==> src/rtl/tile_feed_sequencer.sv <==
// Tile feed sequencer: issues A-row / B-column bank reads for one 4x4 output
// tile and skews the returned data onto the west/north edges of a 4x4 array.
module tile_feed_sequencer #(
  parameter int AW = 16,
  parameter int DW = 16
) (
  input  logic                 clk,
  input  logic                 rst_n,
  input  logic                 i_start,
  input  logic [4:0]           i_n,
  input  logic [1:0]           i_ti,
  input  logic [1:0]           i_tj,
  input  logic [AW-1:0]        i_a_base,
  input  logic [AW-1:0]        i_b_base,
  input  logic                 i_abort,
  output logic                 o_busy,
  output logic                 o_done,
  output logic                 o_err,
  output logic                 o_a_rd_en,
  output logic                 o_b_rd_en,
  output logic [AW-1:0]        o_a_addr   [0:3],
  output logic [AW-1:0]        o_b_addr   [0:3],
  input  logic signed [DW-1:0] i_a_dout   [0:3],
  input  logic signed [DW-1:0] i_b_dout   [0:3],
  output logic signed [DW-1:0] o_west_in  [0:3],
  output logic signed [DW-1:0] o_north_in [0:3],
  output logic [3:0]           o_west_vld,
  output logic [3:0]           o_north_vld,
  output logic                 o_acc_clr
);

  typedef enum logic [2:0] {S_IDLE, S_CLR, S_ISSUE, S_FLUSH, S_DONE} state_t;

  state_t        r_state;
  state_t        w_state_next;
  logic [4:0]    r_n;
  logic [4:0]    r_k;
  logic [1:0]    r_ti;
  logic [1:0]    r_tj;
  logic [AW-1:0] r_a_base;
  logic [AW-1:0] r_b_base;
  logic          r_err;
  logic          r_rd_d;
  logic          w_cmd_ok;
  logic          w_cmd_seen;
  logic          w_accept;
  logic          w_last_k;
  logic          w_flush_end;

  always_comb begin
    w_cmd_ok = 1'b0;
    case (i_n)
      5'd4:    w_cmd_ok = (i_ti == 2'd0) && (i_tj == 2'd0);
      5'd8:    w_cmd_ok = (i_ti < 2'd2) && (i_tj < 2'd2);
      5'd16:   w_cmd_ok = 1'b1;
      default: w_cmd_ok = 1'b0;
    endcase
  end

  // abort beats start in IDLE: the command is dropped without err
  assign w_cmd_seen  = (r_state == S_IDLE) && i_start && !i_abort;
  assign w_accept    = w_cmd_seen && w_cmd_ok;
  assign w_last_k    = (r_k == r_n - 5'd1);
  assign w_flush_end = (r_k == 5'd4);

  always_ff @(posedge clk or negedge rst_n) begin
    if (!rst_n) begin
      r_state <= S_IDLE;
    end else begin
      r_state <= w_state_next;
    end
  end

  always_comb begin
    w_state_next = r_state;
    if (i_abort && (r_state != S_IDLE)) begin
      w_state_next = S_IDLE;
    end else begin
      case (r_state)
        S_IDLE:  if (w_accept) w_state_next = S_CLR;
        S_CLR:   w_state_next = S_ISSUE;
        S_ISSUE: if (w_last_k) w_state_next = S_FLUSH;
        S_FLUSH: if (w_flush_end) w_state_next = S_DONE;
        S_DONE:  w_state_next = S_IDLE;
        default: w_state_next = S_IDLE;
      endcase
    end
  end

  always_comb begin
    o_busy    = (r_state != S_IDLE);
    o_done    = (r_state == S_DONE);
    o_acc_clr = (r_state == S_CLR);
    o_a_rd_en = (r_state == S_ISSUE);
    o_b_rd_en = (r_state == S_ISSUE);
    o_err     = r_err;
    for (int r = 0; r < 4; r++) begin
      o_a_addr[r] = '0;
      o_b_addr[r] = '0;
      if (r_state == S_ISSUE) begin
        o_a_addr[r] = r_a_base + (AW'({r_ti, 2'b00}) + AW'(r)) * AW'(r_n) + AW'(r_k);
        o_b_addr[r] = r_b_base + AW'(r_k) * AW'(r_n) + AW'({r_tj, 2'b00}) + AW'(r);
      end
    end
  end

  // k restarts on every state change and doubles as the flush counter
  always_ff @(posedge clk or negedge rst_n) begin
    if (!rst_n) begin
      r_n      <= '0;
      r_k      <= '0;
      r_ti     <= '0;
      r_tj     <= '0;
      r_a_base <= '0;
      r_b_base <= '0;
      r_err    <= 1'b0;
      r_rd_d   <= 1'b0;
    end else begin
      r_err  <= w_cmd_seen && !w_cmd_ok;
      r_rd_d <= o_a_rd_en && !i_abort;
      if (w_accept) begin
        r_n      <= i_n;
        r_ti     <= i_ti;
        r_tj     <= i_tj;
        r_a_base <= i_a_base;
        r_b_base <= i_b_base;
      end
      if (w_state_next != r_state) begin
        r_k <= '0;
      end else if ((r_state == S_ISSUE) || (r_state == S_FLUSH)) begin
        r_k <= r_k + 5'd1;
      end else begin
        r_k <= '0;
      end
    end
  end

  // lane gi: capture stage plus gi delay stages; data forced to 0 when not valid
  genvar gi;
  generate
    for (gi = 0; gi < 4; gi++) begin : g_lane
      logic signed [DW-1:0] r_w_sr [0:gi];
      logic signed [DW-1:0] r_n_sr [0:gi];
      logic [gi:0]          r_w_sv;
      logic [gi:0]          r_n_sv;

      always_ff @(posedge clk or negedge rst_n) begin
        if (!rst_n) begin
          r_w_sv <= '0;
          r_n_sv <= '0;
          for (int s = 0; s <= gi; s++) begin
            r_w_sr[s] <= '0;
            r_n_sr[s] <= '0;
          end
        end else if (i_abort) begin
          r_w_sv <= '0;
          r_n_sv <= '0;
          for (int s = 0; s <= gi; s++) begin
            r_w_sr[s] <= '0;
            r_n_sr[s] <= '0;
          end
        end else begin
          r_w_sv[0] <= r_rd_d;
          r_n_sv[0] <= r_rd_d;
          r_w_sr[0] <= r_rd_d ? i_a_dout[gi] : '0;
          r_n_sr[0] <= r_rd_d ? i_b_dout[gi] : '0;
          for (int s = 1; s <= gi; s++) begin
            r_w_sv[s] <= r_w_sv[s-1];
            r_n_sv[s] <= r_n_sv[s-1];
            r_w_sr[s] <= r_w_sr[s-1];
            r_n_sr[s] <= r_n_sr[s-1];
          end
        end
      end

      assign o_west_in[gi]   = r_w_sr[gi];
      assign o_north_in[gi]  = r_n_sr[gi];
      assign o_west_vld[gi]  = r_w_sv[gi];
      assign o_north_vld[gi] = r_n_sv[gi];
    end
  endgenerate

endmodule
==> config.mk <==
export PLATFORM = sky130hd
export DESIGN_NAME = tile_feed_sequencer
export DESIGN_NICKNAME = d
export VERILOG_FILES = /design/src/rtl/tile_feed_sequencer.sv
export SDC_FILE = /design/constraint.sdc
export NUM_CORES = 1
export LEC_CHECK = 0
export BUFFER_PORTS_ARGS = -buffer_cell sky130_fd_sc_hd__buf_2
export CORE_MARGIN = 10
export CORE_UTILIZATION = 29
export DETAILED_ROUTE_END_ITERATION = 7
export PLACE_DENSITY = 0.58
export SETUP_SLACK_MARGIN = 0.5
export SLEW_MARGIN = 20
export SYNTH_ARGS = -nofsm -noshare
export SYNTH_HDL_FRONTEND = slang
export SYNTH_SLANG_ARGS = --single-unit
==> constraint.sdc <==
create_clock -name clk -period 6 [get_ports clk]
set_input_delay 0.3 -clock clk [delete_from_list [all_inputs] [get_ports clk]]
set_output_delay 0.3 -clock clk [all_outputs]
set_load 0.005 [all_outputs]
==> Word level (Yosys, flattened, before mapping) <==
Index checks and enable logic that the tools add are counted.
{ "totals": {"regBits": 390, "latchBits": 0, "ramBits": 0, "mem_bits_ro": 0, "input_bits": 173, "out_inout_bits": 270, "wordCells": 125, "memories": 0} }
{ "op_classes": {"addsub": 18, "multipliers": 5, "div_mod_pow": 0, "magnitude_cmp": 2, "eq_ne": 10, "shifts": 0, "muxes": 39, "bitwise": 0, "n_reduce_logical": 15} }
{ "op_table": {"columns": ["op", "count"], "rows": [
  ["$mux 16", 18],
  ["$mux 64", 2],
  ["$mux 48", 2],
  ["$add 16x10->16", 4],
  ["$add 16x5->16", 4],
  ["$mux 32", 2],
  ["$mul 5x5->10", 4],
  ["$add 16x2->16 const B", 2],
  ["$mux 3", 6],
  ["$add 16x1->16 const B", 1],
  ["$add 16x4->16", 1],
  ["$add 16x9->16", 1],
  ["$pmux 3 s4", 1],
  ["$add 4x2->5 const B", 2],
  ["$eq 5x3->1 const B", 2],
  ["$mux 5", 2],
  ["$logic_and 1x1->1", 8],
  ["$mux 4", 2],
  ["$mul 2x5->7", 1],
  ["$eq 3x2->1 const B", 2],
  ["$add 4x1->5 const B", 1],
  ["$add 5x1->5 const B", 1],
  ["$eq 5x4->1 const B", 1],
  ["$eq 5x5->1", 1],
  ["other kinds (14)", 18]
]} }

==> Longest topological paths before layout <==
Gate-level depths: netlist (run 1).
{ "logic_depth": {"depth_word": 9, "mapped_depth": 20} }

==> Worst setup path after synthesis (run 1) <==
No wires, ideal clock.
{ "synth_path": {"path_type": "reg2out", "from": "register r_k[2]", "to": "output port o_b_addr[15] in the netlist's numbering", "arrival_ns": 4.940, "required_time_ns": 5.700, "slack_ns": 0.760, "path_stages_with_launch": 20, "cell_sequence": "dfrtp_1 -> clkbuf_1 -> nand2_1 -> fa_1 -> inv_1 -> ha_1 -> inv_1 -> fa_1 -> fa_1 -> inv_1 -> ha_1 -> inv_1 -> fa_1 -> nand2b_1 -> a21oi_1 -> xor2_2 -> nand4b_4 -> nor3_4 -> and4bb_1 -> mux2i_1"} }
{ "synth_lines": {"columns": ["element", "line_no", "rtl"], "rows": [
  ["start: declaration", "37", "logic [4:0] r_k;"],
  ["start signal: assignment", "131", "r_k <= r_k + 5'd1;"],
  ["end: declaration", "22", "output logic [AW-1:0] o_b_addr [0:3],"]
]} }

==> impl_summary.log, run 1 <==
INFO  metric run_status = finished, final reports clean
INFO  metric leading_cell_type_in_the_layout_fill_and_taps_excluded = sky130_fd_sc_hd__buf_2
INFO  metric combPwrFrac = 0.334
INFO  metric setup_repair_after_global_routing_missed_its_margin = yes
INFO  metric placement.io_buffers = 442
INFO  metric worst_slew_margin_rel = 0.344
INFO  metric first_pass_iteration_count_of_the_detailed_router = 5
INFO  metric slew_of_the_pin_with_the_lowest_slew_margin = 0.983 ns
INFO  metric stdcell_area = approximately 26000 µm²
INFO  metric routabilityCongestion = 0.836
INFO  metric swShare = 0.329
INFO  metric boundaryPins = 443
INFO  metric post_route_ant_nets = 0
INFO  metric vias_cell = between 4 and 5
INFO  metric clock-skew-final = 0.0325 ns
INFO  metric grt_overflow_total = 0
INFO  metric globalRouteMet2Util = 0.224
INFO  metric synth.net_count = 2158
INFO  metric mostFrequentLayoutCells = 440 x sky130_fd_sc_hd__buf_2, 366 x sky130_fd_sc_hd__dfrtp_1, 207 x sky130_fd_sc_hd__nor2b_1
INFO  metric ir_worst_vdd = 0.000181 V
INFO  metric post_dp_cell_area = approximately 22000 µm²
INFO  metric ctsRootBufferMaster = sky130_fd_sc_hd__clkbuf_16
INFO  metric seq_power_share = 0.324
INFO  metric cp_num_buf_inv = 4
INFO  metric cp.required = 5.70 ns
INFO  metric clockPowerShare = 0.342
INFO  metric syn_avg_cell_area = 10.8 µm²
INFO  metric wl_per_cell = 16.7 µm
INFO  metric drt_first_iter_violations = 698
INFO  metric tritoncts_clock_tree = done
INFO  metric netlist-cell-type-count = 65
INFO  metric post_synth_instance_area = 19500 µm²
INFO  metric synth_edf_count = 0
INFO  metric ys_ff_latch = 375
INFO  metric timing.final.max_slew_violations = 0
INFO  metric setup_viol = 0
INFO  metric seq_area_frac_synth = 0.481
INFO  metric startpoint_class_of_the_critical_path = register
INFO  metric number_of_antenna_violations_at_the_first_check_in_global_routing = 12
INFO  metric regToRegSetupSlack = 3.01 ns
INFO  metric worstHoldPathType = input pin to register
INFO  metric htree_levels = 2
INFO  metric hold_viol_final = 0
INFO  metric worst-r2r-cell-count = 9
INFO  metric timing.critical_path.max_delay_family = adder cells
INFO  metric post-route-drc-count = 0
INFO  metric first_global_vias = 14881
INFO  metric cp_num_cells = 16
INFO  metric grt_pass1_wl = between 80000 and 90000 µm
INFO  metric core_region_area = 66900 µm²
INFO  metric gr-usage-met3 = 0.0335
INFO  metric timing.final.crit_share = 0.936
INFO  metric maxCapViolations = 0
INFO  metric fin_nets = between 2000 and 3000
INFO  metric endpoint = o_b_addr[47]
INFO  metric die-height = 279 µm
INFO  metric detailroute.via_count = 14240
INFO  metric crit_path_frequent_cell = sky130_fd_sc_hd__fa_1
INFO  metric critical_path.cell_chain = buf_4 > and2_1 > fa_1 > fa_1 > fa_1 > ha_4 > ha_4 > o211ai_1 > o211ai_1 > a221oi_4 > buf_6 > nand4b_4 > buf_6 > nor4_4 > mux2i_1 > buf_2
INFO  metric dp.final_hpwl = ~39000 µm
INFO  metric start_util = 0.291
INFO  metric crit_path_start = r_k[2]
INFO  metric clkSinkCount = approximately 380
INFO  metric syn-instance-count = 1802
INFO  metric post_synth_main_area_contributors = sky130_fd_sc_hd__dfrtp_1 48%, sky130_fd_sc_hd__ha_1 8.1%, sky130_fd_sc_hd__nor2b_1 6.7%
INFO  metric finalCriticalPeriod = 5.62 ns
INFO  metric totalWireLength = 54700 µm
INFO  metric critical_path_peak_fanout = 7
INFO  metric synth_top_area_share = 0.481
INFO  metric final_layout_size_suffix_gt1_frac = 0.307
INFO  metric max_freq = 178 MHz
INFO  metric clk_latency = 0.58 ns
INFO  metric cellLeakagePower = 13.7 nW
INFO  metric synth_ff_type = sky130_fd_sc_hd__dfrtp_1
INFO  metric fp-row-count = 95
INFO  metric design.die.area = around 78000 µm²
INFO  metric switching_power_of_the_nets = 0.00270 W
INFO  metric classification_of_the_worst_setup_path = register to primary output
INFO  metric gr_busiest_metal = met2
INFO  metric synth-warning-count = 0
INFO  metric setup_tns = 0 ns
INFO  metric end_kind = primary output
INFO  metric synth_top_area_cell = sky130_fd_sc_hd__dfrtp_1
INFO  metric crit_path_max_incr_delay = 0.60 ns
INFO  metric cts-buffers-inserted = 44
INFO  metric dieWidth = roughly 280 µm
INFO  metric area_growth_syn_to_layout = 35.0%
INFO  metric slowest_stage_cell_on_the_critical_path = sky130_fd_sc_hd__fa_1
INFO  metric cp_data_arrival_time = 5.32 ns
INFO  metric cts.path.max_buffers = 3
INFO  metric maximum_number_of_pins_on_one_net_before_global_route_repair = 166
INFO  metric synthArstFlopShare = 1.00
INFO  metric timing.rr.start = r_state[0]
INFO  metric fin_hold_ws = 0.0521 ns
INFO  metric cts.reportedPaths.clkPinSlew = 0.06 ns
INFO  metric r2r_end = r_k[3]
INFO  metric grt_use_total = 0.135
INFO  metric power_per_cell_area = 311 nW/µm²
INFO  metric grt.met1_usage = 0.166
INFO  metric intPower = 0.00550 W
[area by class of cell]
| cell class | count | area (µm²) |
|---|---|---|
| sequential | 375 | 9400 |
| clock inverter | 18 | 295 |
| tap | 873 | 1090 |
| inverter | 142 | 539 |
| multi-input combinational | 1108 | 9210 |
| clock buffer | 58 | 1240 |
| antenna | 12 | 30.0 |
| fill | 6458 | 40600 |
| timing repair buffer | 680 | 4540 |
[worst register-to-register path, cell delays in order (launching register included)]
cell	delay [ns]
sky130_fd_sc_hd__dfrtp_1	0.46
sky130_fd_sc_hd__or3b_4	0.41
sky130_fd_sc_hd__buf_4	0.37
sky130_fd_sc_hd__inv_1	0.19
sky130_fd_sc_hd__buf_4	0.32
sky130_fd_sc_hd__nand3_1	0.20
sky130_fd_sc_hd__a211oi_1	0.22
sky130_fd_sc_hd__a21o_1	0.27
sky130_fd_sc_hd__a211o_1	0.33
sky130_fd_sc_hd__nor2_1	0.10
[worst min path at each step]
stage / slack, ns / cells past startpoint / endpoint / startpoint
floorplan: 0.004 / 0 / g_lane[0].r_n_sr[0] / rst_n
finish: 0.05 / 3 / o_err / i_start
global placement: 0.43 / 1 / g_lane[1].r_n_sr[29] / rst_n
global route: 0.04 / 3 / o_err / i_start
detailed placement: 0.44 / 1 / g_lane[1].r_w_sr[18] / rst_n
CTS: 0.002 / 3 / o_err / i_start
[synth_stat cells (all sizes together), types with 6 or more instances]
cell and n:
nor2 121, xor2 28, nor2b 210, and3 6, and2 156, mux2 27, a211oi 6, nand2 69
fa 56, nor3 22, a21o 9, dfrtp 375, clkbuf 62, a21oi 33, xnor2 53, buf 115
or3 6, o21ai 43, o21a 10, nand3 28, nand2b 14, ha 127, mux2i 18, nor4 12
a31oi 6, inv 142
[stage by stage]
stage / util / setup slack, ns / cells / total power, W
after CTS: 0.384 / 0.409 / 3227 / 0.00811
after detailed placement: 0.327 / 0.465 / 2952 / 0.00498
after global placement: 0.327 / 0.579 / 2952 / 0.00496
after global routing: 0.393 / 0.167 / 3262 / 0.00874
after floorplan: - / 0.760 / 1802 / 0.00435
final: 0.394 / 0.383 / 3266 / 0.00819
[state kept, by name, summed over array words and instances, names as in the netlist, 2 cells and up]
| name | count |
|---|---|
| g_lane.r_n_sr | 112 |
| g_lane.r_n_sv | 4 |
| g_lane.r_w_sr | 112 |
| o_north_in | 48 |
| o_west_in | 48 |
| r_a_base | 16 |
| r_b_base | 16 |
| r_k | 5 |
| r_n | 5 |
| r_state | 3 |
| r_ti | 2 |
| r_tj | 2 |
[logic make-up (layout without fill, tap and decap cells)]
group / after synthesis / in the layout / share of synthesized area
simple gates: 660 / 660 / 0.188
flops: 375 / 375 / 0.481
buf+inv: 319 / 898 / 0.0829
fa+ha+maj: 183 / 183 / 0.139
compound gates: 139 / 139 / 0.0478
xor+xnor: 81 / 81 / 0.0368
mux: 45 / 45 / 0.0248
other cells: 0 / 12 / 0
[metal layers]
metal | up-vias | part of all wire | wire length, µm
met1 | 7031 | 0.42 | 22800
met2 | 351 | 0.49 | 26900
met4 | 4 | 0.036 | 1960
li1 | 6740 | - | -
met3 | 114 | 0.056 | 3050
met5 | - | 0.00049 | 27
[power groups by stage]
| stage | Combinational [W] | Sequential, W | Clock, W |
|---|---|---|---|
| after floorplan | 0.00168 | 0.00267 | 0 |
| after global placement | 0.00226 | 0.00270 | 0 |
| after detailed placement | 0.00228 | 0.00270 | 0 |
| after CTS | 0.00253 | 0.00265 | 0.00292 |
| after global routing | 0.00306 | 0.00266 | 0.00301 |
| final | 0.00273 | 0.00266 | 0.00281 |
[what timing repair did]
item / in CTS / in global routing
hold endpoints to repair: 274 / 0
hold buffers: 165 / 0
pin swaps: 31 / 39
buffers inserted: 34 / 26
gates resized for setup: 83 / 67
setup endpoints to repair: 42 / 45
(Power assumes the default switching activity.)
==> run 2: changes to the inputs <==
--- a/config.mk
+++ b/config.mk
@@ -9,6 +9,7 @@
 export CORE_MARGIN = 10
 export CORE_UTILIZATION = 29
 export DETAILED_ROUTE_END_ITERATION = 7
+export GPL_TIMING_DRIVEN = 0
 export PLACE_DENSITY = 0.58
 export SETUP_SLACK_MARGIN = 0.5
 export SLEW_MARGIN = 20
==> impl_summary.log, run 2 (synthesized netlist as in run 1, its figures left out) <==
INFO  metric run_status = finished, final reports clean
INFO  metric end_kind = primary output
INFO  metric grt_pass1_wl = 92100 µm (+9.1%)
INFO  metric maxCapViolations = 0 (unchanged)
INFO  metric clock-skew-final = 0.0163 ns (-0.0161 ns)
INFO  metric grt.met1_usage = 0.181 (+0.0150)
INFO  metric post_route_ant_nets = 0 (unchanged)
INFO  metric placement.io_buffers = 441 (-0.23%)
INFO  metric final_layout_size_suffix_gt1_frac = 0.344 (+0.0378)
INFO  metric core_region_area = 66900 µm² (unchanged)
INFO  metric power_per_cell_area = 304 nW/µm² (-2.2%)
INFO  metric totalWireLength = 60900 µm (+11%)
INFO  metric worst_slew_margin_rel = 0.338 (-0.00670)
INFO  metric cts.reportedPaths.clkPinSlew = 0.06 ns (about the same)
INFO  metric fp-row-count = 95 (unchanged)
INFO  metric globalRouteMet2Util = 0.257 (+0.0332)
INFO  metric htree_levels = 2 (unchanged)
INFO  metric cp.required = 5.70 ns (about the same)
INFO  metric first_global_vias = 16006 (+7.6%)
INFO  metric post-route-drc-count = 0 (unchanged)
INFO  metric dp.final_hpwl = 45100 µm (+15%)
INFO  metric finalCriticalPeriod = 5.66 ns (+0.0458 ns)
INFO  metric crit_path_max_incr_delay = 0.57 ns (-0.03 ns)
INFO  metric gr-usage-met3 = 0.0388 (+0.00524)
INFO  metric cp_data_arrival_time = 5.36 ns (+0.04 ns)
INFO  metric clkSinkCount = 375 (unchanged)
INFO  metric cts-buffers-inserted = 46 (+4.5%)
INFO  metric cts.path.max_buffers = 3 (unchanged)
INFO  metric timing.final.max_slew_violations = 0 (unchanged)
INFO  metric leading_cell_type_in_the_layout_fill_and_taps_excluded = sky130_fd_sc_hd__buf_2
INFO  metric worstHoldPathType = input pin to register
INFO  metric cellLeakagePower = 14.5 nW (+5.8%)
INFO  metric largestRegisters = g_lane.r_n_sr: 112 flops, g_lane.r_w_sr: 112 flops
INFO  metric cp_num_buf_inv = 5 (+1)
INFO  metric slew_of_the_pin_with_the_lowest_slew_margin = 0.993 ns (+0.0100 ns)
INFO  metric vias_cell = 4.36 (about the same)
INFO  metric drt_first_iter_violations = 898 (+29%)
INFO  metric design.die.area = 78000 µm² (unchanged)
INFO  metric grt_overflow_total = 0 (unchanged)
INFO  metric critical_path_peak_fanout = 6 (-1)
INFO  metric die-height = 279 µm (unchanged)
INFO  metric ctsRootBufferMaster = sky130_fd_sc_hd__clkbuf_16
INFO  metric tritoncts_clock_tree = done
INFO  metric area_growth_syn_to_layout = 42.6%
INFO  metric first_pass_iteration_count_of_the_detailed_router = 5 (unchanged)
INFO  metric startpoint_class_of_the_critical_path = register
INFO  metric timing.final.crit_share = 0.944 (+0.00764)
INFO  metric setup_repair_after_global_routing_missed_its_margin = yes
INFO  metric hold_viol_final = 0 (unchanged)
INFO  metric fin_hold_ws = 0.0656 ns (+0.0134 ns)
INFO  metric slowest_stage_cell_on_the_critical_path = sky130_fd_sc_hd__fa_1
INFO  metric critical_path.cell_chain = buf_8 > and2_4 > fa_1 > fa_2 > fa_1 > ha_4 > ha_4 > buf_6 > o211ai_1 > o211ai_1 > a221oi_4 > buf_4 > nand4b_4 > nor3_4 > buf_6 > nand3_2 > mux2i_1 > buf_2
INFO  metric dieWidth = 279 µm (unchanged)
INFO  metric setup_viol = 0 (unchanged)
INFO  metric classification_of_the_worst_setup_path = register to primary output
INFO  metric maximum_number_of_pins_on_one_net_before_global_route_repair = 97 (-42%)
INFO  metric gr_busiest_metal = met2
INFO  metric start_util = 0.291 (unchanged)
INFO  metric detailroute.via_count = 15041 (+5.6%)
INFO  metric max_freq = 177 MHz (-0.81%)
INFO  metric clk_latency = 0.58 ns (about the same)
INFO  metric mostFrequentLayoutCells = 443 x sky130_fd_sc_hd__buf_2, 363 x sky130_fd_sc_hd__dfrtp_1, 206 x sky130_fd_sc_hd__nor2b_1
INFO  metric boundaryPins = 443 (unchanged)
INFO  metric ir_worst_vdd = 0.000217 V (+20%)
INFO  metric wl_per_cell = 17.7 µm (+5.6%)
INFO  metric number_of_antenna_violations_at_the_first_check_in_global_routing = 9 (-3)
INFO  metric routabilityCongestion = 0.852 (+2.0%)
INFO  metric timing.critical_path.max_delay_family = adder cells
INFO  metric report.power.total = 0.00846 W (+3.3%)
INFO  metric grt_use_total = 0.151 (+0.0158)
INFO  metric finish.utilization = 0.416 (+0.0220)
INFO  metric fin_nets = 2891 (+6.8%)
-- run 2: changes by cell type in the layout (fill, tap and decap cells not counted), moves of 5 or more --
cell / change
sky130_fd_sc_hd__and2_1: -6
sky130_fd_sc_hd__clkbuf_1: +61
sky130_fd_sc_hd__nand2_1: -8
sky130_fd_sc_hd__buf_4: +104
sky130_fd_sc_hd__nor4_4: +5
sky130_fd_sc_hd__diode_2: -8
sky130_fd_sc_hd__nand2_2: +8
sky130_fd_sc_hd__buf_6: +8
-- run 2: final timing paths --
path | cells past startpoint | endpoint | from | slack (ns)
max in group asynchronous | 4 | g_lane[0].r_n_sr[7] | rst_n | 4.60
worst max-delay path | 18 | o_b_addr[45] | r_n[4] | 0.34
worst max register to register | 9 | r_k[3] | r_state[1] | 2.85
worst min register to register | 1 | g_lane[3].r_w_sr[20] | g_lane[3].r_w_sr[36] | 0.45
min in group asynchronous | 2 | o_west_in[37] | rst_n | 0.27
worst min-delay path | 3 | r_n[2] | i_n[2] | 0.07
-- run 2: timing repair --
| action | CTS | global route |
|---|---|---|
| endpoints found under the setup margin | 56 | 45 |
| pin swaps | 49 | 54 |
| resized for setup | 110 | 103 |
| buffers inserted | 46 | 24 |
| hold buffers | 169 | 0 |
| hold endpoints to repair | 218 | 0 |
-- run 2: final cells by class --
| cell class | count | area (µm²) |
|---|---|---|
| multi-input combinational | 1108 | 9410 |
| tap | 873 | 1090 |
| buffer | 177 | 1140 |
| clock inverter | 23 | 328 |
| sequential | 375 | 9400 |
| timing repair buffer | 685 | 4620 |
| antenna | 4 | 10.0 |
| inverter | 142 | 539 |
| fill | 6330 | 39100 |
| clock buffer | 60 | 1270 |
-- run 2: tightest hold or removal path: stages --
cell                      delay (ns)
sky130_fd_sc_hd__buf_2          0.13
sky130_fd_sc_hd__nand2_1        0.10
sky130_fd_sc_hd__o21ai_0        0.08
-- run 2: where the power goes --
| group | total (W) | switching, W | internal [W] |
|---|---|---|---|
| registers | 0.00265 | 0.0000640 | 0.00259 |
| clock network | 0.00294 | 0.00117 | 0.00177 |
| logic | 0.00288 | 0.00161 | 0.00127 |
| total | 0.00846 | 0.00284 | 0.00562 |
-- run 2: through the flow --
stage | instances | worst slack [ns] | cell area [µm²] | TNS (ns)
floorplan | 1802 | 0.760 | 19500 | 0
global placement | 3116 | -2.66 | 22800 | -987.09
detailed placement | 3121 | -0.0161 | 22900 | -0.0161
CTS | 3419 | 0.345 | 27100 | 0
global route | 3447 | 0.168 | 27800 | 0
finish | 3447 | 0.337 | 27800 | 0
-- run 2: routing by layer --
layer | wire (µm) | part of all wire
met1 | 24900 | 0.41
met2 | 30000 | 0.49
met3 | 3830 | 0.063
met4 | 2190 | 0.036
met5 | 13 | 0.00021
==> run 3: changes to the inputs <==
--- a/config.mk
+++ b/config.mk
@@ -5,12 +5,12 @@
 export SDC_FILE = /design/constraint.sdc
 export NUM_CORES = 1
 export LEC_CHECK = 0
-export BUFFER_PORTS_ARGS = -buffer_cell sky130_fd_sc_hd__buf_2
+export BUFFER_PORTS_ARGS = -buffer_cell sky130_fd_sc_hd__buf_4
 export CORE_MARGIN = 10
 export CORE_UTILIZATION = 29
 export DETAILED_ROUTE_END_ITERATION = 7
 export GPL_TIMING_DRIVEN = 0
-export PLACE_DENSITY = 0.58
+export PLACE_DENSITY = 0.48
 export SETUP_SLACK_MARGIN = 0.5
 export SLEW_MARGIN = 20
 export SYNTH_ARGS = -nofsm -noshare
==> impl_summary.log, run 3 (synthesized netlist as in run 1, its figures left out) <==
INFO  metric r2r_end = r_k[2]
INFO  metric dp.final_hpwl = 46200 µm (+2.4%)
INFO  metric placement.io_buffers = 441 (unchanged)
INFO  metric crit_path_start = r_k[3]
INFO  metric vias_cell = 4.26 (-2.5%)
INFO  metric power_per_cell_area = 289 nW/µm² (-5.1%)
INFO  metric start_util = 0.291 (unchanged)
INFO  metric cp_num_buf_inv = 6 (+1)
INFO  metric slew_of_the_pin_with_the_lowest_slew_margin = 1.06 ns (+0.0643 ns)
INFO  metric area_growth_syn_to_layout = 47.7%
INFO  metric setup_viol = 0 (unchanged)
INFO  metric tritoncts_clock_tree = done
INFO  metric number_of_antenna_violations_at_the_first_check_in_global_routing = 5 (-4)
INFO  metric cellLeakagePower = 14.6 nW (+0.73%)
INFO  metric critical_path.cell_chain = buf_4 > inv_4 > nor2_1 > fa_2 > fa_2 > fa_2 > ha_4 > ha_4 > buf_6 > o211ai_1 > o211ai_1 > a221oi_4 > buf_4 > buf_6 > nand4_1 > nor4_4 > mux2i_1 > buf_4
INFO  metric grt_pass1_wl = 91900 µm (-0.22%)
INFO  metric finalCriticalPeriod = 5.60 ns (-0.0589 ns)
INFO  metric cp.required = 5.70 ns (about the same)
INFO  metric grt_overflow_total = 0 (unchanged)
INFO  metric first_pass_iteration_count_of_the_detailed_router = 5 (unchanged)
INFO  metric min_delay_worst_endpoint = o_err
INFO  metric cts-buffers-inserted = 44 (-4.3%)
INFO  metric regToRegSetupSlack = 3.00 ns (+0.15 ns)
INFO  metric min-delay-start = i_start
INFO  metric critical_path_peak_fanout = 5 (-1)
INFO  metric clock-skew-final = 0.0150 ns (-0.00134 ns)
INFO  metric multi_input_comb_area = 9290 µm² (-1.3%)
INFO  metric stdcell_area = 28800 µm² (+3.6%)
INFO  metric detailroute.via_count = 14719 (-2.1%)
INFO  metric post_dp_cell_area = 24000 µm² (+4.8%)
INFO  metric seq_area = 9400 µm² (unchanged)
INFO  metric drt_first_iter_violations = 630 (-30%)
INFO  metric end_kind = primary output
INFO  metric first_global_vias = 15689 (-2.0%)
INFO  metric totalWireLength = 60700 µm (-0.35%)
INFO  metric routabilityCongestion = 0.842 (-1.2%)
INFO  metric slowest_stage_cell_on_the_critical_path = sky130_fd_sc_hd__fa_2
INFO  metric cp_data_arrival_time = 5.30 ns (-0.06 ns)
INFO  metric worst-r2r-cell-count = 9 (unchanged)
INFO  metric timing.final.crit_share = 0.934 (-0.00981)
INFO  metric hold_crit_depth = 3 (unchanged)
INFO  metric worst_slew_margin_rel = 0.295 (-0.0429)
INFO  metric dp.cells = 3121 (unchanged)
INFO  metric leading_cell_type_in_the_layout_fill_and_taps_excluded = sky130_fd_sc_hd__buf_4
INFO  metric htree_levels = 2 (unchanged)
INFO  metric run_status = finished, final reports clean
INFO  metric worstHoldPathType = input pin to register
INFO  metric ctsRootBufferMaster = sky130_fd_sc_hd__clkbuf_16
INFO  metric classification_of_the_worst_setup_path = register to primary output
INFO  metric hold_viol_final = 0 (unchanged)
INFO  metric largestRegisters = g_lane.r_n_sr: 112 flops, g_lane.r_w_sr: 112 flops
INFO  metric placement.setup.worst_slack = -0.0734 ns (-0.0573 ns)
INFO  metric setup_repair_after_global_routing_missed_its_margin = yes
INFO  metric clk_latency = 0.58 ns (about the same)
INFO  metric mostFrequentLayoutCells = 612 x sky130_fd_sc_hd__buf_4, 363 x sky130_fd_sc_hd__dfrtp_1, 208 x sky130_fd_sc_hd__nor2b_1
INFO  metric design.die.area = 78000 µm² (unchanged)
INFO  metric wl_per_cell = 17.6 µm (-0.67%)
INFO  metric maxCapViolations = 0 (unchanged)
INFO  metric core_region_area = 66900 µm² (unchanged)
INFO  metric maximum_number_of_pins_on_one_net_before_global_route_repair = 87 (-10%)
INFO  metric dieWidth = 279 µm (unchanged)
INFO  metric die-height = 279 µm (unchanged)
INFO  metric fin_hold_ws = 0.0621 ns (-0.00353 ns)
INFO  metric grt_use_total = 0.151 (+0.000703)
INFO  metric fp-row-count = 95 (unchanged)
INFO  metric clkSinkCount = 375 (unchanged)
INFO  metric stdcell_count = 3458 (+0.32%)
INFO  metric finish.utilization = 0.430 (+0.0148)
INFO  metric cts.reportedPaths.clkPinSlew = 0.06 ns (about the same)
INFO  metric timing.rr.start = r_state[1]
INFO  metric final_layout_size_suffix_gt1_frac = 0.341 (-0.00327)
INFO  metric startpoint_class_of_the_critical_path = register
INFO  metric fin_nets = 2903 (+0.42%)
INFO  metric final.setup.worst_slack = 0.396 ns (+0.0589 ns)
INFO  metric post-route-drc-count = 0 (unchanged)
INFO  metric timing.final.max_slew_violations = 0 (unchanged)
INFO  metric ir_worst_vdd = 0.000250 V (+15%)
INFO  metric timing.critical_path.max_delay_family = adder cells
INFO  metric fillCellCount = 6424 (+1.5%)
INFO  metric cts.path.max_buffers = 3 (unchanged)
INFO  metric post_route_ant_nets = 0 (unchanged)
INFO  metric boundaryPins = 443 (unchanged)
INFO  metric crit_path_max_incr_delay = 0.55 ns (-0.02 ns)
INFO  metric max_freq = 178 MHz (+1.1%)
run 3: cell count changes in the layout (fill, tap and decap cells not counted), sizes merged:
cell,delta
clkbuf,-1
buf,+13
dlygate4sd3,+1
inv,+1
bufinv,-4
diode,+1
clkinv,+1
clkinvlp,-1
run 3: power breakdown:
group / switching (W) / total, W / internal (W) / leakage [nW]
combinational: 0.00161 / 0.00297 / 0.00136 / 8.75
sequential: 0.0000635 / 0.00265 / 0.00259 / 5.16
clock: 0.00114 / 0.00270 / 0.00156 / 0.706
run 3: layout make-up:
type                    count  area share
diodes                      5    0.000434
plain buffers             177      0.0395
clock buffers              59      0.0430
clock inverters            20     0.00860
inverters                 142      0.0188
multi-input cells        1108       0.323
flip-flops and latches    375       0.326
well taps                 873      0.0379
repair buffers            699       0.203
run 3: worst max path at each step:
stage | endpoint | slack, ns | depth (start not counted)
2_1_floorplan | o_b_addr[15] | 0.76 | 19
3_3_place_gp | o_b_addr[14] | -0.04 | 19
3_5_place_dp | o_b_addr[14] | -0.07 | 20
4_1_cts | o_b_addr[31] | 0.37 | 19
5_1_grt | o_b_addr[14] | 0.18 | 20
6_report | o_b_addr[14] | 0.40 | 18
run 3: worst min-delay path, stage by stage:
cell	delay, ns
sky130_fd_sc_hd__buf_4	0.11
sky130_fd_sc_hd__nand3_1	0.13
sky130_fd_sc_hd__nor2_1	0.06
run 3: per-layer routing:
layer,part of all wire,GRT usage,vias to the layer above
met5,0,0,-
met4,0.036,0.0567,0
met3,0.051,0.0322,104
met2,0.51,0.267,325
met1,0.40,0.179,7155
li1,-,-,7135
run 3: per-stage QoR:
step,setup TNS [ns],total power (W)
after detailed placement,-0.177,0.00506
after floorplan,0,0.00435
after global routing,0,0.00888
after global placement,-0.0746,0.00504
after CTS,0,0.00816
final,0,0.00832
run 3: timing repair:
| item | in CTS | in global routing |
|---|---|---|
| buffers inserted | 40 | 43 |
| gates resized for setup | 104 | 95 |
| hold endpoints to repair | 237 | 0 |
| pin swaps | 52 | 69 |
| hold buffers | 170 | 0 |
| setup endpoints to repair | 57 | 42 |
